$ cat src/rtl/ddr_axi_port_arb.sv
// N-port round-robin front-end arbiter for the DDR controller's single AXI-like user port.
// Write (aw/w/b) and read (ar/r) paths arbitrate independently; a grant is held until burst end.
module ddr_axi_port_arb #(
    parameter int NUM_PORTS = 2,
    parameter int BA_BITS   = 2,
    parameter int ROW_BITS  = 13,
    parameter int COL_BITS  = 11,
    parameter int DQ_LEVEL  = 1,
    localparam int AW = BA_BITS + ROW_BITS + COL_BITS + DQ_LEVEL - 1,
    localparam int DW = 8 << DQ_LEVEL,
    localparam int PW = (NUM_PORTS > 1) ? $clog2(NUM_PORTS) : 1
) (
    input  logic                    core_clk,
    input  logic                    core_rstn_sync,
    input  logic [NUM_PORTS-1:0]    s_awvalid,
    output logic [NUM_PORTS-1:0]    s_awready,
    input  logic [NUM_PORTS*AW-1:0] s_awaddr,
    input  logic [NUM_PORTS*8-1:0]  s_awlen,
    input  logic [NUM_PORTS-1:0]    s_wvalid,
    output logic [NUM_PORTS-1:0]    s_wready,
    input  logic [NUM_PORTS-1:0]    s_wlast,
    input  logic [NUM_PORTS*DW-1:0] s_wdata,
    output logic [NUM_PORTS-1:0]    s_bvalid,
    input  logic [NUM_PORTS-1:0]    s_bready,
    input  logic [NUM_PORTS-1:0]    s_arvalid,
    output logic [NUM_PORTS-1:0]    s_arready,
    input  logic [NUM_PORTS*AW-1:0] s_araddr,
    input  logic [NUM_PORTS*8-1:0]  s_arlen,
    output logic [NUM_PORTS-1:0]    s_rvalid,
    input  logic [NUM_PORTS-1:0]    s_rready,
    output logic [NUM_PORTS-1:0]    s_rlast,
    output logic [NUM_PORTS*DW-1:0] s_rdata,
    output logic                    m_awvalid,
    input  logic                    m_awready,
    output logic [AW-1:0]           m_awaddr,
    output logic [7:0]              m_awlen,
    output logic                    m_wvalid,
    input  logic                    m_wready,
    output logic                    m_wlast,
    output logic [DW-1:0]           m_wdata,
    input  logic                    m_bvalid,
    output logic                    m_bready,
    output logic                    m_arvalid,
    input  logic                    m_arready,
    output logic [AW-1:0]           m_araddr,
    output logic [7:0]              m_arlen,
    input  logic                    m_rvalid,
    output logic                    m_rready,
    input  logic                    m_rlast,
    input  logic [DW-1:0]           m_rdata,
    output logic [PW-1:0]           wr_grant,
    output logic [PW-1:0]           rd_grant,
    output logic                    err_wlen,
    output logic                    err_rlen
);

    typedef enum logic [1:0] {WIdle, WAddr, WData, WResp} wr_state_e;
    typedef enum logic [1:0] {RIdle, RAddr, RData}        rd_state_e;

    wr_state_e      wst_q, wst_d;
    rd_state_e      rst_q, rst_d;
    logic [PW-1:0]  wgnt_q, wgnt_d, rgnt_q, rgnt_d;
    logic [PW-1:0]  ptr_w_q, ptr_w_d, ptr_r_q, ptr_r_d;
    logic [7:0]     awlen_q, awlen_d, arlen_q, arlen_d;
    logic [8:0]     wbeat_q, wbeat_d, rbeat_q, rbeat_d;
    logic           err_wlen_q, err_wlen_d, err_rlen_q, err_rlen_d;
    logic [PW-1:0]  wpick, rpick;
    logic [8:0]     wlen_exp, rlen_exp;

    // First requester after ptr, wrapping; descending loop so the nearest one wins.
    function automatic logic [PW-1:0] rr_pick(input logic [NUM_PORTS-1:0] req,
                                              input logic [PW-1:0] ptr);
        int idx;
        rr_pick = ptr;
        for (int i = NUM_PORTS; i >= 1; i--) begin
            idx = int'(ptr) + i;
            if (idx >= NUM_PORTS) idx = idx - NUM_PORTS;
            if (req[idx]) rr_pick = PW'(idx);
        end
    endfunction

    assign wpick    = rr_pick(s_awvalid, ptr_w_q);
    assign rpick    = rr_pick(s_arvalid, ptr_r_q);
    assign wlen_exp = {1'b0, awlen_q} + 9'd1;
    assign rlen_exp = {1'b0, arlen_q} + 9'd1;

    assign m_awaddr = s_awaddr[int'(wgnt_q)*AW +: AW];
    assign m_awlen  = s_awlen[int'(wgnt_q)*8 +: 8];
    assign m_wdata  = s_wdata[int'(wgnt_q)*DW +: DW];
    assign m_araddr = s_araddr[int'(rgnt_q)*AW +: AW];
    assign m_arlen  = s_arlen[int'(rgnt_q)*8 +: 8];
    assign s_rdata  = {NUM_PORTS{m_rdata}};

    assign wr_grant = wgnt_q;
    assign rd_grant = rgnt_q;
    assign err_wlen = err_wlen_q;
    assign err_rlen = err_rlen_q;

    always_comb begin
        wst_d      = wst_q;
        wgnt_d     = wgnt_q;
        ptr_w_d    = ptr_w_q;
        awlen_d    = awlen_q;
        wbeat_d    = wbeat_q;
        err_wlen_d = err_wlen_q;
        s_awready  = '0;
        s_wready   = '0;
        s_bvalid   = '0;
        m_awvalid  = 1'b0;
        m_wvalid   = 1'b0;
        m_wlast    = 1'b0;
        m_bready   = 1'b0;
        unique case (wst_q)
            WIdle: begin
                if (|s_awvalid) begin
                    wgnt_d  = wpick;
                    awlen_d = s_awlen[int'(wpick)*8 +: 8];
                    wst_d   = WAddr;
                end
            end
            WAddr: begin
                m_awvalid         = s_awvalid[wgnt_q];
                s_awready[wgnt_q] = m_awready;
                if (s_awvalid[wgnt_q] && m_awready) begin
                    wbeat_d = '0;
                    wst_d   = WData;
                end
            end
            WData: begin
                m_wvalid         = s_wvalid[wgnt_q];
                m_wlast          = s_wlast[wgnt_q];
                s_wready[wgnt_q] = m_wready;
                if (s_wvalid[wgnt_q] && m_wready) begin
                    wbeat_d = wbeat_q + 9'd1;
                    if (s_wlast[wgnt_q]) begin
                        if (wbeat_q + 9'd1 != wlen_exp) err_wlen_d = 1'b1;
                        wst_d = WResp;
                    end else if (wbeat_q + 9'd1 == wlen_exp) begin
                        // Expected length reached with no wlast: burst is too long.
                        err_wlen_d = 1'b1;
                    end
                end
            end
            WResp: begin
                s_bvalid[wgnt_q] = m_bvalid;
                m_bready         = s_bready[wgnt_q];
                if (m_bvalid && s_bready[wgnt_q]) begin
                    ptr_w_d = wgnt_q;
                    wst_d   = WIdle;
                end
            end
            default: wst_d = WIdle;
        endcase
    end

    always_comb begin
        rst_d      = rst_q;
        rgnt_d     = rgnt_q;
        ptr_r_d    = ptr_r_q;
        arlen_d    = arlen_q;
        rbeat_d    = rbeat_q;
        err_rlen_d = err_rlen_q;
        s_arready  = '0;
        s_rvalid   = '0;
        s_rlast    = '0;
        m_arvalid  = 1'b0;
        m_rready   = 1'b0;
        unique case (rst_q)
            RIdle: begin
                if (|s_arvalid) begin
                    rgnt_d  = rpick;
                    arlen_d = s_arlen[int'(rpick)*8 +: 8];
                    rst_d   = RAddr;
                end
            end
            RAddr: begin
                m_arvalid         = s_arvalid[rgnt_q];
                s_arready[rgnt_q] = m_arready;
                if (s_arvalid[rgnt_q] && m_arready) begin
                    rbeat_d = '0;
                    rst_d   = RData;
                end
            end
            RData: begin
                s_rvalid[rgnt_q] = m_rvalid;
                s_rlast[rgnt_q]  = m_rlast;
                m_rready         = s_rready[rgnt_q];
                if (m_rvalid && s_rready[rgnt_q]) begin
                    rbeat_d = rbeat_q + 9'd1;
                    if (m_rlast) begin
                        if (rbeat_q + 9'd1 != rlen_exp) err_rlen_d = 1'b1;
                        ptr_r_d = rgnt_q;
                        rst_d   = RIdle;
                    end
                end
            end
            default: rst_d = RIdle;
        endcase
    end

    always_ff @(posedge core_clk or negedge core_rstn_sync) begin
        if (!core_rstn_sync) begin
            wst_q      <= WIdle;
            rst_q      <= RIdle;
            wgnt_q     <= '0;
            rgnt_q     <= '0;
            ptr_w_q    <= PW'(NUM_PORTS - 1);
            ptr_r_q    <= PW'(NUM_PORTS - 1);
            awlen_q    <= '0;
            arlen_q    <= '0;
            wbeat_q    <= '0;
            rbeat_q    <= '0;
            err_wlen_q <= 1'b0;
            err_rlen_q <= 1'b0;
        end else begin
            wst_q      <= wst_d;
            rst_q      <= rst_d;
            wgnt_q     <= wgnt_d;
            rgnt_q     <= rgnt_d;
            ptr_w_q    <= ptr_w_d;
            ptr_r_q    <= ptr_r_d;
            awlen_q    <= awlen_d;
            arlen_q    <= arlen_d;
            wbeat_q    <= wbeat_d;
            rbeat_q    <= rbeat_d;
            err_wlen_q <= err_wlen_d;
            err_rlen_q <= err_rlen_d;
        end
    end

endmodule

$ cat config.mk
export PLATFORM = sky130hd
export DESIGN_NAME = ddr_axi_port_arb
export DESIGN_NICKNAME = d
export VERILOG_FILES = /design/src/rtl/ddr_axi_port_arb.sv
export SDC_FILE = /design/constraint.sdc
export NUM_CORES = 1
export LEC_CHECK = 0
export CAP_MARGIN = 10
export CORE_AREA = 2 2 132 134
export CTS_CLUSTER_DIAMETER = 80
export DETAILED_ROUTE_END_ITERATION = 6
export DIE_AREA = 0 0 134 136
export PLACE_DENSITY_LB_ADDON = 0.05
export SLEW_MARGIN = 30
export SYNTH_ARGS = -nofsm -noshare
export SYNTH_HDL_FRONTEND = slang
export SYNTH_SLANG_ARGS = --single-unit
export TNS_END_PERCENT = 50
$ cat constraint.sdc
create_clock -name core_clk -period 1.9 [get_ports core_clk]
set_input_delay 0.38 -clock core_clk [delete_from_list [all_inputs] [get_ports core_clk]]
set_output_delay 0.38 -clock core_clk [all_outputs]
set_load 0.005 [all_outputs]
; Word-level counts from Yosys, hierarchy flattened
; Cells that the tools add are included.
[totals]
wordCells = 161
inputBits = 204
register_bits = 44
[classes]
n_bitwise = 6
shift = 7
n_mul = 2
eq_ne = 18
reduce_logical = 24
n_mux = 68
magnitude_cmp = 12
n_addsub = 12
[ops]
columns = op, n
row1 = less-than comparator 32 x 3 -> 1 bit (second input constant), 4
row2 = two-way mux 32 bit, 4
row3 = indexed part select 52 x 7 -> 26 bit, 2
row4 = indexed part select 16 x 5 -> 8 bit, 4
row5 = two-way mux 1 bit, 39
row6 = two-way mux 9 bit, 4
row7 = case mux 9 bit (2 select lines), 2
row8 = indexed part select 32 x 6 -> 16 bit, 1
row9 = two-way mux 2 bit, 15
row10 = adder 8 x 1 -> 9 bit (second input constant), 2
row11 = adder 9 x 1 -> 9 bit (second input constant), 2
row12 = != test 2 bit (second input constant), 9
row13 = != test 9 bit, 2
row14 = bitwise AND 2 bit, 6
row15 = AND reduction 4 bit, 3
row16 = multiplier 1 x 4 -> 5 bit (second input constant), 2
row17 = equality test 9 bit, 1
row18 = AND reduction 3 bit, 3
row19 = case mux 2 bit (4 select lines), 1
row20 = subtractor 3 x 2 -> 4 bit (second input constant), 2
row21 = logical AND 1 bit, 7
row22 = adder 1 x 2 -> 3 bit (second input constant), 2
row23 = equality test 2 bit (second input constant), 3
row24 = >= comparator 3 x 2 -> 1 bit (second input constant), 2
row25 = other kinds (14), 27

; Depth between registers and ports, before layout
[depth]
word_depth = 9
ltp_mapped = 9

; Worst setup path before layout
; Ideal clock, no wire load.
[synth_timing]
kind = register to register
startpoint = reg wbeat_q[0]
endpoint = reg err_wlen_q (netlist: err_wlen)
path_slack_ns = -0.143
setup_time_ns = 0.124
path_stages_with_launch = 8
arrival_time_ns = 1.919
period_less_slack_ns = 2.043
path_cell_list = dfrtp_1 > ha_1 > and3_4 > and3_4 > xnor3_1 > and3b_1 > and3_1 > a211o_1
[synth_between]
elab_chain_len = 4
elab_cells_between_ends = 6
[synth_lines]
columns = element, line_no
row1 = "start, declared", 65  ; logic [8:0] wbeat_q, wbeat_d, rbeat_q, rbeat_d;
row2 = "start signal, assigned", 224  ; wbeat_q <= wbeat_d;
row3 = adder 9 x 1 -> 9 bit *, "136, 138"
row4 = != test 9 bit / equality test 9 bit (equally long branches), "136, 138"
row5 = != test 2 x 1 -> 1 bit (no source line) / nonzero test 2 bit (equally long branches), -
row6 = AND reduction 4 bit (no source line) *, -
row7 = "end signal, assigned", 226  ; err_wlen_q <= err_wlen_d;
row8 = "end, declared", 66  ; logic err_wlen_q, err_wlen_d, err_rlen_q, err_rlen_d;
; Every way passes the cells marked *; elsewhere a longest branch is shown, timed or not.
; A chain may end at the register's enable or synchronous reset.

; Worst setup path after layout
[layout_timing]
startpoint = reg wgnt_q (netlist: wr_grant)
endpoint = out m_wdata[3]
[layout_between]
elab_chain_len = 1
[layout_lines]
columns = element, line_no
row1 = "start, declared", 62  ; logic [PW-1:0] wgnt_q, wgnt_d, rgnt_q, rgnt_d;
row2 = "start signal, assigned", 218  ; wgnt_q <= wgnt_d;
row3 = indexed part select 32 x 6 -> 16 bit, 89  ; assign m_wdata = s_wdata[int'(wgnt_q)*DW +: DW];
row4 = "end, declared", 40  ; output logic [DW-1:0] m_wdata,
; No other way between the ends.

==> results.tsv <==
stage	metric	value	unit
run_status	status	complete, but fails checks	
run_status	violations	setup timing	
routing	drt-wirelength-per-cell	18.23	um
timing	finalSetupTns	-1.172	ns
synth	synthSimpleGateAreaFrac	16.38	%
power_and_ir_drop	powerDensity	1121	mW/mm^2
synth	synth_cells	477	
critical_path	r2r_end	err_wlen	
routing	vias_per_cell	4.619	
critical_path	crit_fanout	8	
synth	yosys-top-cells-count	mux2_2 (91), o21ai_0 (49), dfrtp_1 (42), nand2_1 (42), buf_4 (33)	
synth	synth_adder_area_share	2.618	%
placed_design	dp_hpwl	15730	um
floorplanning	dieArea	0.01822	mm^2
floorplanning	die_w	134	um
clock_network	root_buffer	clkbuf_16	
timing	post-route-min-period	1.975	ns
grt	grt_usage	20.26	%
clock_network	postCtsHoldBufs	0	
clock_network	numCtsBuffers	5	
critical_path	endpoint_kind	output port	
synth	synth_seq_cells	44	
timing	setup_viol	30	
synth	synth.top_cell.area_share	24.43	%
grt	antenna_found_initial	0	
finish	antenna_cells	0	
synth	synth_top_family_by_area	multiplexers	
floorplanning	fp.dieH	136	um
finish	drive_gt1_share	42.79	%
synth	avgSynthCellArea	9.018	um^2
synth	yosysSeqAreaShare	25.65	%
synth	synth-compound-area-share	11.14	%
timing	timing.fmax	506.4	MHz
synth	synth_most_common_cell	mux2_2	
clock_network	h-tree-depth	2	
floorplanning	design.portCount	342	
finish	fillers	1589	
clock_network	insertion_delay	0.30	ns
critical_path	critPathKind	flip-flop to output port	
run	maxCapViolCount	0	
critical_path	reg2reg_depth	7	
critical_path	cp.required	1.52	ns
synth	synth_area_leaders	dfrtp_1 (24%), mux2_2 (24%), buf_4 (5.8%)	
min_path	hold_path.class	input pin to asynchronous set/reset pin	
critical_path	timing.reg2reg.setup_slack	0	ns
routing	first_pass_iters	4	
routing	drc	0	
critical_path	crit_arrival	1.59	ns
floorplanning	row_count	48	
timing	post-route-period-util	103.9	%
placed_design	dp_cells	1040	
clock_network	cts_sinks	44	
grt	grt_pass1_wl	28370	um
timing	hold_violations	0	
power_and_ir_drop	power_leakage	0.004040	uW
synth	synth_edf_count	0	
clock_network	clkSlewWorstSetupHoldPaths	0.07	ns
finish	syn_to_final_growth	104.9	%
synth	yosys_warnings	0	
timing	rsz0062_at_grt	yes	
synth	ys_types	51	
timing	finClkSkew	0.009631	ns
critical_path	r2r-start	awlen_q[1]	
synth	synthMuxAreaShare	28.24	%
routing	final_antenna_net_count	0	
floorplanning	coreArea	0.01688	mm^2
grt	gr-total-overflow	0	
synth	synth_xor_area_share	7.766	%
timing	slew_headroom	61.84	%
routing	drtIter0Drc	156	
placed_design	portBuffers	293	
finish	final_cells	1085	
timing	tightest_slew	0.5724	ns
routing	wirelength	19780	um
routing	num_vias	5012	
synth	synth_fp_nets	690	
power_and_ir_drop	ir_worst_vdd	0.4420	mV
placed_design	gp_congestion	0.8452	
timing	drv_slew	0	
finish	fin_nets	1072	
clock_network	cts_tree	done	
clock_network	cts_buffer_depth	2	
synth	yosysTopAreaCell	dfrtp_1	
timing	final.setup.worst_slack	-0.07462	ns
critical_path	critPathLaunchType	flip-flop	
floorplanning	initial_core_util	25.49	%
grt	grt_pass1_vias	4955	
synth	synth_flop_cell	dfrtp_1	
synth	syn-cell-area	0.004302	mm^2
synth	ys_async_sr_fraction	100.0	%
grt	grt_max_degree	25	
power_and_ir_drop	total_power	9877	uW
==> how the worst max path moves through the flow <==
stage                 end  slack [ns]  depth (start not counted)  startpoint
2_1_floorplan    err_wlen       -0.09                          7  wbeat_q[0]
6_report       m_wdata[3]       -0.07                          5    wr_grant
5_1_grt          m_rready       -0.10                          5    rd_grant
3_3_place_gp      m_wlast       -0.22                          4  s_wlast[1]
3_5_place_dp      m_wlast       -0.22                          4  s_wlast[1]
4_1_cts        m_arlen[2]       -0.18                          3    rd_grant
==> metal layers <==
metal / global-route usage [%] / vias to the layer above / wire [um]
met4: 5.142 / 0 / 422
met3: 6.040 / 17 / 1375
met2: 39.34 / 191 / 11020
met5: 0 / - / 0
met1: 21.18 / 2360 / 6954
li1: - / 2444 / -
==> cell families after synthesis <==
kind of cell | after synthesis
adder cells (fa/ha/maj) | 9
AND/OR/NAND/NOR | 141
AO/OA/AOI/OAI | 80
multiplexers | 110
flip-flops | 44
XOR/XNOR | 35
buffers and inverters | 58
==> power breakdown <==
| group | switching [uW] | internal (uW) |
|---|---|---|
| logic | 2860 | 4440 |
| registers | 312 | 1240 |
| clock network | 404 | 626 |
==> layout make-up <==
| cell class | count | area [um^2] | share of cell area, % |
|---|---|---|---|
| Timing Repair Buffer | 426 | 4060 | 46.06 |
| Sequential cell | 44 | 1109 | 12.58 |
| Clock inverter | 3 | 47.55 | 0.5394 |
| Clock buffer | 5 | 125.1 | 1.419 |
| Tap cell | 225 | 281.5 | 3.194 |
| Inverter | 7 | 26.28 | 0.2981 |
| Multi-Input combinational cell | 375 | 3166 | 35.91 |
==> critical path: stages (launching register included) <==
cell and delay [ns]:
dfrtp_2 0.44, buf_6 0.14, buf_8 0.13, buf_4 0.13, mux2_4 0.33, buf_6 0.13
==> flip-flops by register name, indices dropped and copies added (netlist names) <==
signal / flops
rbeat_q: 9
wbeat_q: 9
arlen_q: 8
awlen_q: 8
rst_q: 2
wst_q: 2
err_rlen: 1
err_wlen: 1
ptr_r_q: 1
ptr_w_q: 1
rd_grant: 1
wr_grant: 1
==> layout by cell type (no fill, tap or decap), types with 4 or more instances in the layout <==
cell type	synthesis	final
clkdlybuf4s50_1	0	189
buf_4	33	91
mux2_2	91	69
buf_2	3	43
nand2_1	42	40
o21ai_0	49	40
buf_6	1	39
dfrtp_1	42	38
nor2_1	29	26
mux2_4	0	22
mux2i_1	19	18
clkbuf_2	0	18
nand3_1	19	17
xnor2_1	18	17
xor2_1	15	15
buf_12	0	13
and3_1	14	12
o21ai_1	3	10
dlygate4sd2_1	0	10
dlymetal6s2s_1	0	8
nor2b_1	10	7
clkbuf_16	0	6
buf_16	0	6
inv_1	7	5
nor3_1	7	5
and3_4	2	4
a21oi_1	4	4
nand4_1	4	4
dfrtp_2	0	4
buf_8	0	4
==> per-stage QoR <==
stage,utilization (%),worst slack (ns),cell area [um^2],hold WS (ns)
floorplan,-,-0.09032,4305,0.08441
global placement,47.38,-0.2179,7996,0.3985
detailed placement,47.38,-0.2220,7996,0.4112
CTS,50.99,-0.1786,8606,0.08805
global route,52.23,-0.1002,8815,0.1098
finish,52.23,-0.07462,8815,0.06947
==> repair_timing <==
| action | CTS | global route |
|---|---|---|
| setup endpoints to repair | 110 | 98 |
| cloned | 10 | 3 |
| pin swaps | 2 | 19 |
| gates resized for setup | 354 | 121 |
| setup buffers | 23 | 7 |
(Power assumes the default switching activity.)
